`config.mk`:
```
export PLATFORM = sky130hd
export DESIGN_NAME = adder_1
export DESIGN_NICKNAME = d
export VERILOG_FILES = /design/src/rtl/adder_1.sv
export SDC_FILE = /design/constraint.sdc
export NUM_CORES = 1
export LEC_CHECK = 0
export CORE_MARGIN = 3
export CORE_UTILIZATION = 42
export DETAILED_ROUTE_END_ITERATION = 7
export PLACE_DENSITY_LB_ADDON = 0.15
export SETUP_SLACK_MARGIN = 0.05
export SKIP_CTS_REPAIR_TIMING = 1
export SLEW_MARGIN = 0
export SYNTH_ARGS = -nofsm -noshare
export SYNTH_HDL_FRONTEND = slang
export SYNTH_SLANG_ARGS = --single-unit
```
`constraint.sdc`:
```
create_clock -name clk -period 3.9 [get_ports clk]
set_clock_uncertainty 0.15 [all_clocks]
set_input_delay 0.78 -clock clk [delete_from_list [all_inputs] [get_ports clk]]
set_output_delay 0.78 -clock clk [all_outputs]
set_load 0.05 [all_outputs]
```
`src/rtl/adder_1.sv`:
```
// Pipelined unsigned adder: sout = a + b (WIDTH+1 bits, carry-out in the top bit).
// The operand is split into SLICE-bit slices, one slice per pipeline stage; each
// slice is a two-level carry-lookahead adder built from 4-bit CLA groups.
// Each stage carries one packed register laid out as
//     {remaining b bits, remaining a bits, slice carry-out, sum bits done so far}
// so that later stages only hold the operand bits they still need.
// At least two stages are assumed (WIDTH >= 2*SLICE), and SLICE must be a multiple of 4.
module adder_1 #(
    parameter int WIDTH = 64,
    parameter int SLICE = 16
) (
    input  logic             clk,
    input  logic             rst,
    input  logic             in_valid,
    input  logic [WIDTH-1:0] a,
    input  logic [WIDTH-1:0] b,
    output logic             out_valid,
    output logic [WIDTH:0]   sout
);

    localparam int STAGES = WIDTH / SLICE;
    localparam int GROUPS = SLICE / 4;

    // 4-bit CLA group: returns {group generate, group propagate, sum[3:0]}.
    // Bit carries are flattened lookahead terms rather than a ripple.
    function automatic logic [5:0] cla4(input logic [3:0] x, input logic [3:0] y, input logic cin);
        logic [3:0] g;
        logic [3:0] p;
        logic [3:0] c;
        logic       gg;
        logic       pp;
        g    = x & y;
        p    = x ^ y;
        c[0] = cin;
        c[1] = g[0] | (p[0] & cin);
        c[2] = g[1] | (p[1] & g[0]) | (p[1] & p[0] & cin);
        c[3] = g[2] | (p[2] & g[1]) | (p[2] & p[1] & g[0]) | (p[2] & p[1] & p[0] & cin);
        gg   = g[3] | (p[3] & g[2]) | (p[3] & p[2] & g[1]) | (p[3] & p[2] & p[1] & g[0]);
        pp   = &p;
        return {gg, pp, p ^ c};
    endfunction

    // One SLICE-bit adder: group G/P do not depend on the carry-in,
    // group carries are then resolved from G/P, and each group forms its sum
    // from its own resolved carry-in. Returns {carry_out, sum}.
    function automatic logic [SLICE:0] cla_slice(input logic [SLICE-1:0] x, input logic [SLICE-1:0] y,
                                                 input logic cin);
        logic [GROUPS:0]   gc;
        logic [GROUPS-1:0] gg;
        logic [GROUPS-1:0] pp;
        logic [5:0]        r;
        logic [SLICE-1:0]  s;
        gc = '0;
        gg = '0;
        pp = '0;
        r  = '0;
        s  = '0;
        for (int j = 0; j < GROUPS; j++) begin
            r     = cla4(x[4*j +: 4], y[4*j +: 4], 1'b0);
            gg[j] = r[5];
            pp[j] = r[4];
        end
        gc[0] = cin;
        for (int j = 0; j < GROUPS; j++) begin
            gc[j+1] = gg[j] | (pp[j] & gc[j]);
        end
        for (int j = 0; j < GROUPS; j++) begin
            r            = cla4(x[4*j +: 4], y[4*j +: 4], gc[j]);
            s[4*j +: 4]  = r[3:0];
        end
        return {gc[GROUPS], s};
    endfunction

    genvar gi;
    generate
        for (gi = 0; gi < STAGES; gi++) begin : stage
            localparam int LO  = gi * SLICE;            // first bit added by this stage
            localparam int HI  = LO + SLICE;            // sum bits complete after this stage
            localparam int REM = WIDTH - HI;            // operand bits still to be added
            localparam int DW  = HI + 1 + 2 * REM;      // packed stage register width

            logic             valid_reg;
            logic [DW-1:0]    data_reg;
            logic             prev_valid;
            logic [SLICE-1:0] op_a;
            logic [SLICE-1:0] op_b;
            logic             cin;
            logic [SLICE:0]   slice_sum;
            logic [DW-1:0]    data_next;

            if (gi == 0) begin : src
                // First slice adds straight from the ports with no carry-in.
                assign prev_valid = in_valid;
                assign op_a       = a[SLICE-1:0];
                assign op_b       = b[SLICE-1:0];
                assign cin        = 1'b0;
                assign data_next  = {b[WIDTH-1:SLICE], a[WIDTH-1:SLICE], slice_sum};
            end else begin : src
                localparam int PW = LO + 1 + 2 * (WIDTH - LO);
                logic [PW-1:0] prev;
                assign prev       = stage[gi-1].data_reg;
                assign prev_valid = stage[gi-1].valid_reg;
                assign op_a       = prev[LO+1 +: SLICE];
                assign op_b       = prev[LO+1+(WIDTH-LO) +: SLICE];
                assign cin        = prev[LO];
                if (REM > 0) begin : fwd
                    assign data_next = {prev[PW-1 -: REM], prev[LO+1+SLICE +: REM], slice_sum, prev[LO-1:0]};
                end else begin : last
                    assign data_next = {slice_sum, prev[LO-1:0]};
                end
            end

            assign slice_sum = cla_slice(op_a, op_b, cin);

            // Stage register: valid always advances, data loads only for a valid operation.
            always_ff @(posedge clk) begin
                if (rst) begin
                    valid_reg <= 1'b0;
                    data_reg  <= '0;
                end else begin
                    valid_reg <= prev_valid;
                    if (prev_valid) begin
                        data_reg <= data_next;
                    end
                end
            end
        end
    endgenerate

    assign out_valid = stage[STAGES-1].valid_reg;
    assign sout      = stage[STAGES-1].data_reg;

endmodule

```
# After elaboration in Yosys (flattened, before gate mapping)
# Cells that the tools add are included.
# Widths: inputs -> output; s select.
# word_totals
register_bits,360
latchBits,0
ram_bits,0
rom_bits,0
input_bits,131
word_cells,461
memories,0
# op_classes
n_addsub,0
n_mul,0
n_div,0
magnitude_cmp,0
eq_ne,0
n_shift,0
mux,0
bitwise_logic,438
reduce_logical,15
# ops
op,count
$and 1x1->1,234
$or 1x1->1,156
$xor 4x4->4,32
$and 4x4->4,16
$reduce_and 4->1,15

# Longest topological paths before layout
# Gate-level depths: netlist of the first run.
# logic_depth
word_depth,13
mapped_depth,9
depth_no_buf,9

# Worst setup path before layout of the first run
# No wires, ideal clock.
# synth_timing
path_type,input -> register
start,in a[1]
end,reg stage[0].data_reg[13]
arrival_ns,2.866
required_ns,3.664
slack_ns,0.799
path_stages,9
n_path_buf,0
cell_sequence,ha_1 -> a211o_1 -> a21oi_2 -> o21ai_0 -> a41o_1 -> a21o_1 -> fa_1 -> xnor2_1 -> a211oi_1
# synth_via
elab_chain_cells,11
word_cells_on_any_way,14
classes_between,14 x bitwise
# synth_rtl
item,line,text
from (decl),15,"input logic [WIDTH-1:0] a,"
$and 4x4->4 / $xor 4x4->4 (equally long branches),n/a,
$and 1x1->1,n/a,
$or 1x1->1 / $and 1x1->1 (equally long branches),n/a,
$or 1x1->1 (*),n/a,
$and 1x1->1 (*),65,gc[j+1] = gg[j] | (pp[j] & gc[j]);
$or 1x1->1 (*),65,
$and 1x1->1 (*),65,
$or 1x1->1 (*),65,
$and 1x1->1 (*),35,c[1] = g[0] | (p[0] & cin);
$or 1x1->1 (*),35,
$xor 4x4->4 (*),40,"return {gg, pp, p ^ c};"
to (signal assigned),123,data_reg <= data_next;
to (decl),83,logic [DW-1:0] data_reg;
# Mark *: on every way between the ends. The rest lies on a longest branch, timed or not.
# A chain may end at the register's enable or synchronous reset.

# Worst setup path after layout of the first run
# Ends and elaborated chain as after synthesis.

==> metrics.md, run 1 <==
| Metric | Value |
|---|---|
| Status | finished clean |
| Post-route minimum period | 3231 ps |
| Area contributors post-synth | dfxtp_1 (48%), mux2i_1 (22%), nor2_1 (8.9%), ha_1 (5.4%), fa_1 (2.1%) |
| Core area | 34800 sq um |
| Area delta synth->final | 25.09% |
| P per Cell Area | 452.3 nW/um^2 |
| CTS tree | done |
| Number of global-route vias before repair | 10518 |
| Slew HR | 0.3654 |
| Sequential standard cell area | 7218 sq um |
| Synth Cell Area | 14910 sq um |
| Iteration-0 DRC Markers | 345 |
| CP Data Arrival Time | 3500 ps |
| Hold_sp | stage[2].data_reg[38] |
| Reg2reg end | stage[2].data_reg[45] |
| Reg2reg path depth | 9 |
| FF-to-FF setup slack | 1030 ps |
| Cell count of the worst hold path | 2 |
| Final setup viols | 0 |
| NumNets Final | 1837 |
| Routed vias | 10454 |
| Largest net degree at the start of global routing | 100 |
| CP cell instances | clkdlybuf4s50_1, ha_1, a211o_1, a21oi_2, o21ai_0, a41o_1, a21o_1, fa_1, xnor2_1, a211oi_1 |
| Crit-path slowest cell | clkdlybuf4s50_1 |
| GRT Util Overall | 0.1640 |
| Die Area | 37790 sq um |
| Die Span X | 194.4 um |
| Worst Setup Start Kind | input pin |
| Top cell type's share of synthesized area | 0.4834 |
| Initial DRT Pass Iterations | 4 |
| Clk Tree Root Cell | clkbuf_16 |
| HP Class | flop to flop |
| Area of the multi-input gates | 7305 sq um |
| Global placement routability congestion | 0.7545 |
| Worst path max stage delay | 460 ps |
| DR DRC count | 0 |
| Gate Count Post-Synth | 1456 |
| Height of the die | 194.4 um |
| FILL cells | 3154 |
| Max IR drop VDD | 0.0004113 V |
| Max Root-Sink Buffers | 3 |
| Cells after DPL | 2039 |
| Vias per cell | 4.959 |
| Critical Path Fanout Max | 3 |
| First-pass GRT wire length | 52.58 mm |
| Clk_lat worst skew | 520 ps |
| Reg-to-Reg Start | stage[1].data_reg[35] |
| Worst-Margin Slew | 951.8 ps |
| Worst Setup SP | a[1] |
| Seq/Total Area, Yosys | 0.4834 |
| HPWL after DPL | 20.94 mm |
| Slew Limit Fails | 0 |
| Data required time at the worst endpoint | 4170 ps |
| Antenna Violating Nets Remaining | 0 |
| CTS Buf Count | 40 |
| Kind of critical path | input pin to flop |
| Area leader, netlist | dfxtp_1 |
| Initial core utilization | 0.4284 |
| Synth Area per Inst | 10.24 sq um |
| PortBufs | 196 |
| Worst hold slack | 317.7 ps |
| Fin Setup TNS | 0 ps |
| Final period util | 0.8284 |
| Clock sinks | 360 |
| Clk pin slew, worst setup/hold paths | 60 ps |
| Post-synth EDFFs | 0 |
| Hold Vio Cnt, Final | 0 |
| Std cell rows | 68 |
| Non-filler cells, final | 2108 |
| Antenna violations before repair | 3 |
| Mapped Nets | 1667 |
| Leak Pwr | 7.694 nW |
| Ys async rst share | 0 |
| CP Capture Type | flop |
| H-tree levels | 2 |
| Layout cells sized above 1 | 0.05448 |
| Synth Warn # | 0 |
| Ports | 197 |
| Number of synthesized register bits | 360 |
| Max Clk Rate | 0.3095 GHz |
| Routed wire length | 31.21 mm |
| Worst Hold End | stage[2].data_reg[38] |
| Total gr overflow | 0 |
| WL/cell | 14.81 um |
| RSZ-0062 raised after global routing | false |
| Top FF cell, synth | dfxtp_1 |
| Yosys cell types | 47 |
| Core Util, Final | 0.5359 |
| Max-cap violations | 0 |
| Largest register FFs | 291 |
[Yosys cell counts, drive strengths merged, types with 4 or more instances]
master / count
a21oi: 40
a21o: 20
nor3b: 4
nand3: 4
a211o: 4
clkbuf: 61
nor2b: 10
nor3: 5
nor2: 353
inv: 20
dfxtp: 360
xor2: 8
a211oi: 20
o21a: 6
ha: 64
mux2i: 323
buf: 23
a31oi: 4
o21ai: 13
nand2b: 7
nand4: 5
nand2: 15
a22o: 6
fa: 16
xnor2: 27
[layout make-up]
cell class | instances | share of cell area
inverters | 20 | 0.004026
multi-input cells | 992 | 0.3917
well taps | 455 | 0.03053
diodes | 1 | 0.0001342
clock buffers | 54 | 0.06199
flip-flops and latches | 360 | 0.3871
repair buffers | 212 | 0.1133
clock inverters | 14 | 0.01127
[metrics by stage]
stage	power (mW)	cell area (sq um)	setup WS (ps)
floorplan	4.397	14910	798.7
global placement	4.647	17280	196.6
detailed placement	4.662	17280	156.7
CTS	8.575	18650	679.9
global route	8.794	18650	548.5
finish	8.436	18650	669.2
[worst max-delay path: cells and delay by family]
family,cells,cell delay (ps)
compound gates,6,1420
xor+xnor,1,140
fa+ha+maj,2,700
buf+inv,1,460
[power by group]
group | switching [mW] | leakage (nW) | internal (mW)
Combinational | 0.319 | 4.09 | 0.359
Sequential | 0.0928 | 2.93 | 3.80
Clock | 1.46 | 0.672 | 2.41
Total | 1.87 | 7.69 | 6.57
[worst max path at each step]
stage / end / slack [ps] / cells after the start
6_report: stage[0].data_reg[13] / 670 / 10
5_1_grt: stage[0].data_reg[13] / 550 / 10
4_1_cts: stage[0].data_reg[13] / 680 / 10
3_5_place_dp: stage[0].data_reg[13] / 160 / 10
3_3_place_gp: stage[0].data_reg[13] / 200 / 10
2_1_floorplan: stage[0].data_reg[13] / 800 / 9
[cell usage in the layout, fill, tap and decap left out, types with 6 or more instances in the layout]
| cell | count |
|---|---|
| clkdlybuf4s50_1 | 194 |
| dfxtp_1 | 357 |
| a21oi_1 | 39 |
| o21ai_0 | 10 |
| a211oi_1 | 20 |
| xor2_1 | 8 |
| fa_1 | 16 |
| a22o_1 | 6 |
| inv_1 | 20 |
| clkbuf_1 | 6 |
| clkbuf_16 | 42 |
| xnor2_1 | 27 |
| buf_4 | 14 |
| nor2_1 | 353 |
| o21a_1 | 6 |
| clkbuf_8 | 6 |
| nand2b_1 | 7 |
| a21o_1 | 20 |
| mux2i_1 | 323 |
| nand2_1 | 15 |
| nor2b_1 | 10 |
| ha_1 | 64 |
[per-layer routing]
| metal | GRT usage | routed length, um |
|---|---|---|
| met5 | 0 | 47 |
| met4 | 0.03989 | 554 |
| met3 | 0.03311 | 1293 |
| met2 | 0.2750 | 14350 |
| met1 | 0.2186 | 14970 |
[logic make-up (layout without fill, tap and decap cells)]
logic type / after synthesis / count (layout) / synth area share
XOR/XNOR: 35 / 35 / 0.02056
multiplexers: 323 / 323 / 0.2169
AND/OR/NAND/NOR: 425 / 425 / 0.1187
other: 0 / 1 / 0
buffers and inverters: 104 / 300 / 0.02660
flip-flops: 360 / 360 / 0.4834
AO/OA/AOI/OAI: 129 / 129 / 0.05866
adder cells (fa/ha/maj): 80 / 80 / 0.07520
No activity file was read; power rests on OpenSTA's default activity.
==> run 2: changes to the inputs <==
==> constraint.sdc (replaced) <==
create_clock -name clk -period 3.38 [get_ports clk]
set_clock_uncertainty 0.15 [all_clocks]
set_input_delay 0.676 -clock clk [delete_from_list [all_inputs] [get_ports clk]]
set_output_delay 0.676 -clock clk [all_outputs]
set_load 0.05 [all_outputs]
==> metrics.md, run 2 (synthesis results as in run 1) <==
| Metric | Value |
|---|---|
| Routed vias | 10457 |
| HPWL after DPL | 21.57 mm |
| Total gr overflow | 0 |
| Most common cell after layout, fill and taps aside | dfxtp_1 |
| Commonest non-fill, non-tap cells in the layout | dfxtp_1 (357), nor2_1 (353), mux2i_1 (323) |
| Post-route minimum period | 3024 ps |
| Std cell rows | 68 |
| Max Clk Rate | 0.3307 GHz |
| Largest register FFs | 291 |
| Final instance area | 18750 sq um |
| CTS Buf Count | 40 |
| Worst-Margin Slew | 830.1 ps |
| NumNets Final | 1844 |
| Largest net degree at the start of global routing | 84 |
| First-pass GRT wire length | 53.34 mm |
| Antenna diodes | 0 |
| Max IR drop VDD | 0.0003140 V |
| Clock sinks | 360 |
| Area delta synth->final | 25.76% |
| Number of global-route vias before repair | 10519 |
| Worst setup margin | 356.2 ps |
| Clk_lat worst skew | 520 ps |
| Ports | 197 |
| Antenna Violating Nets Remaining | 0 |
| Clk pin slew, worst setup/hold paths | 60 ps |
| Final period util | 0.8946 |
| Global placement routability congestion | 0.7911 |
| HP Class | flop to flop |
| Routed wire length | 31.76 mm |
| Max-cap violations | 0 |
| Worst Setup Start Kind | input pin |
| CTS tree | done |
| Antenna violations before repair | 3 |
| Worst hold slack | 318.6 ps |
| Final setup viols | 0 |
| Kind of critical path | input pin to flop |
| Sequential standard cell area | 7218 sq um |
| Core area | 34800 sq um |
| Area of the multi-input gates | 7305 sq um |
| Hold Vio Cnt, Final | 0 |
| PortBufs | 196 |
| DR DRC count | 0 |
| WL/cell | 14.99 um |
| Non-filler cells, final | 2119 |
| FILL cells | 3114 |
| Critical Path Fanout Max | 2 |
| Cells after DPL | 2046 |
| Clk Tree Root Cell | clkbuf_16 |
| Leak Pwr | 7.742 nW |
| GRT Util Overall | 0.1665 |
| Slew HR | 0.4466 |
| Iteration-0 DRC Markers | 385 |
| CP Data Arrival Time | 3300 ps |
| Max Root-Sink Buffers | 3 |
| Initial core utilization | 0.4284 |
| Pre-CTS WS | -165.9 ps |
| CP Capture Type | flop |
| Initial DRT Pass Iterations | 4 |
| Die Span X | 194.4 um |
| Status | finished clean |
| Height of the die | 194.4 um |
| H-tree levels | 2 |
| Data required time at the worst endpoint | 3660 ps |
| Die Area | 37790 sq um |
| Vias per cell | 4.935 |
| Layout cells sized above 1 | 0.06070 |
| RSZ-0062 raised after global routing | false |
| P per Cell Area | 515.0 nW/um^2 |
| Slew Limit Fails | 0 |
| Dpl cell area | 17400 sq um |
run 2: cell count changes in the layout (fill, tap and decap cells not counted):
| cell | previous run | this run |
|---|---|---|
| bufinv_16 | 5 | 2 |
| clkinv_4 | 1 | 0 |
| clkbuf_1 | 6 | 7 |
| clkbuf_8 | 6 | 8 |
| clkbuf_16 | 42 | 43 |
| diode_2 | 1 | 0 |
| clkinv_2 | 4 | 8 |
| buf_4 | 14 | 16 |
| inv_4 | 1 | 0 |
| clkinvlp_4 | 1 | 3 |
| buf_12 | 2 | 7 |
run 2: worst paths after layout:
| path | startpoint | to | slack [ps] | cells after the start |
|---|---|---|---|---|
| setup / recovery | a[1] | stage[0].data_reg[13] | 360 | 10 |
| hold / removal | stage[1].data_reg[22] | stage[1].data_reg[22] | 320 | 2 |
| setup reg to reg | stage[0].data_reg[19] | stage[1].data_reg[29] | 510 | 9 |
| hold reg to reg | stage[1].data_reg[22] | stage[1].data_reg[22] | 320 | 2 |
run 2: metrics by stage:
stage	power [mW]	utilization	setup TNS [ps]
after floorplan	5.074	-	0
after global placement	5.381	0.4999	-199.4
after detailed placement	5.397	0.4999	-340.0
after CTS	9.813	0.5388	0
after global routing	10.06	0.5388	0
final	9.655	0.5388	0
run 2: per-layer routing:
layer | up-vias | wire length [um] | global-route usage
met5 | - | 47 | 0
li1 | 5377 | - | -
met4 | 6 | 654 | 0.04149
met1 | 4842 | 15210 | 0.2204
met2 | 173 | 14560 | 0.2804
met3 | 59 | 1285 | 0.03415
run 2: cell type report:
cell class | count | area share
multi-input cells | 992 | 0.3896
flip-flops and latches | 360 | 0.3850
repair buffers | 219 | 0.1189
clock buffers | 58 | 0.06467
well taps | 455 | 0.03037
clock inverters | 15 | 0.007475
inverters | 20 | 0.004004
run 2: worst max-delay path, cell delays in order:
cell             delay, ps
clkdlybuf4s50_1        430
ha_1                   320
a211o_1                330
a21oi_2                170
o21ai_0                150
a41o_1                 290
a21o_1                 200
fa_1                   370
xnor2_1                140
a211oi_1               230
run 2: report_power, final:
group	leakage [nW]	total, mW	internal [mW]	switching [mW]
registers	2.93	4.49	4.38	0.104
clock network	0.665	4.36	2.65	1.71
logic	4.15	0.806	0.428	0.379
total	7.74	9.65	7.46	2.19
==> run 3: changes to the inputs <==
--- a/config.mk
+++ b/config.mk
@@ -11,7 +11,7 @@
 export PLACE_DENSITY_LB_ADDON = 0.15
 export SETUP_SLACK_MARGIN = 0.05
 export SKIP_CTS_REPAIR_TIMING = 1
-export SLEW_MARGIN = 0
+export SLEW_MARGIN = 10
 export SYNTH_ARGS = -nofsm -noshare
 export SYNTH_HDL_FRONTEND = slang
 export SYNTH_SLANG_ARGS = --single-unit
==> results of run 3 <==
Final layout, timing and power as in run 2 (identical DEF).
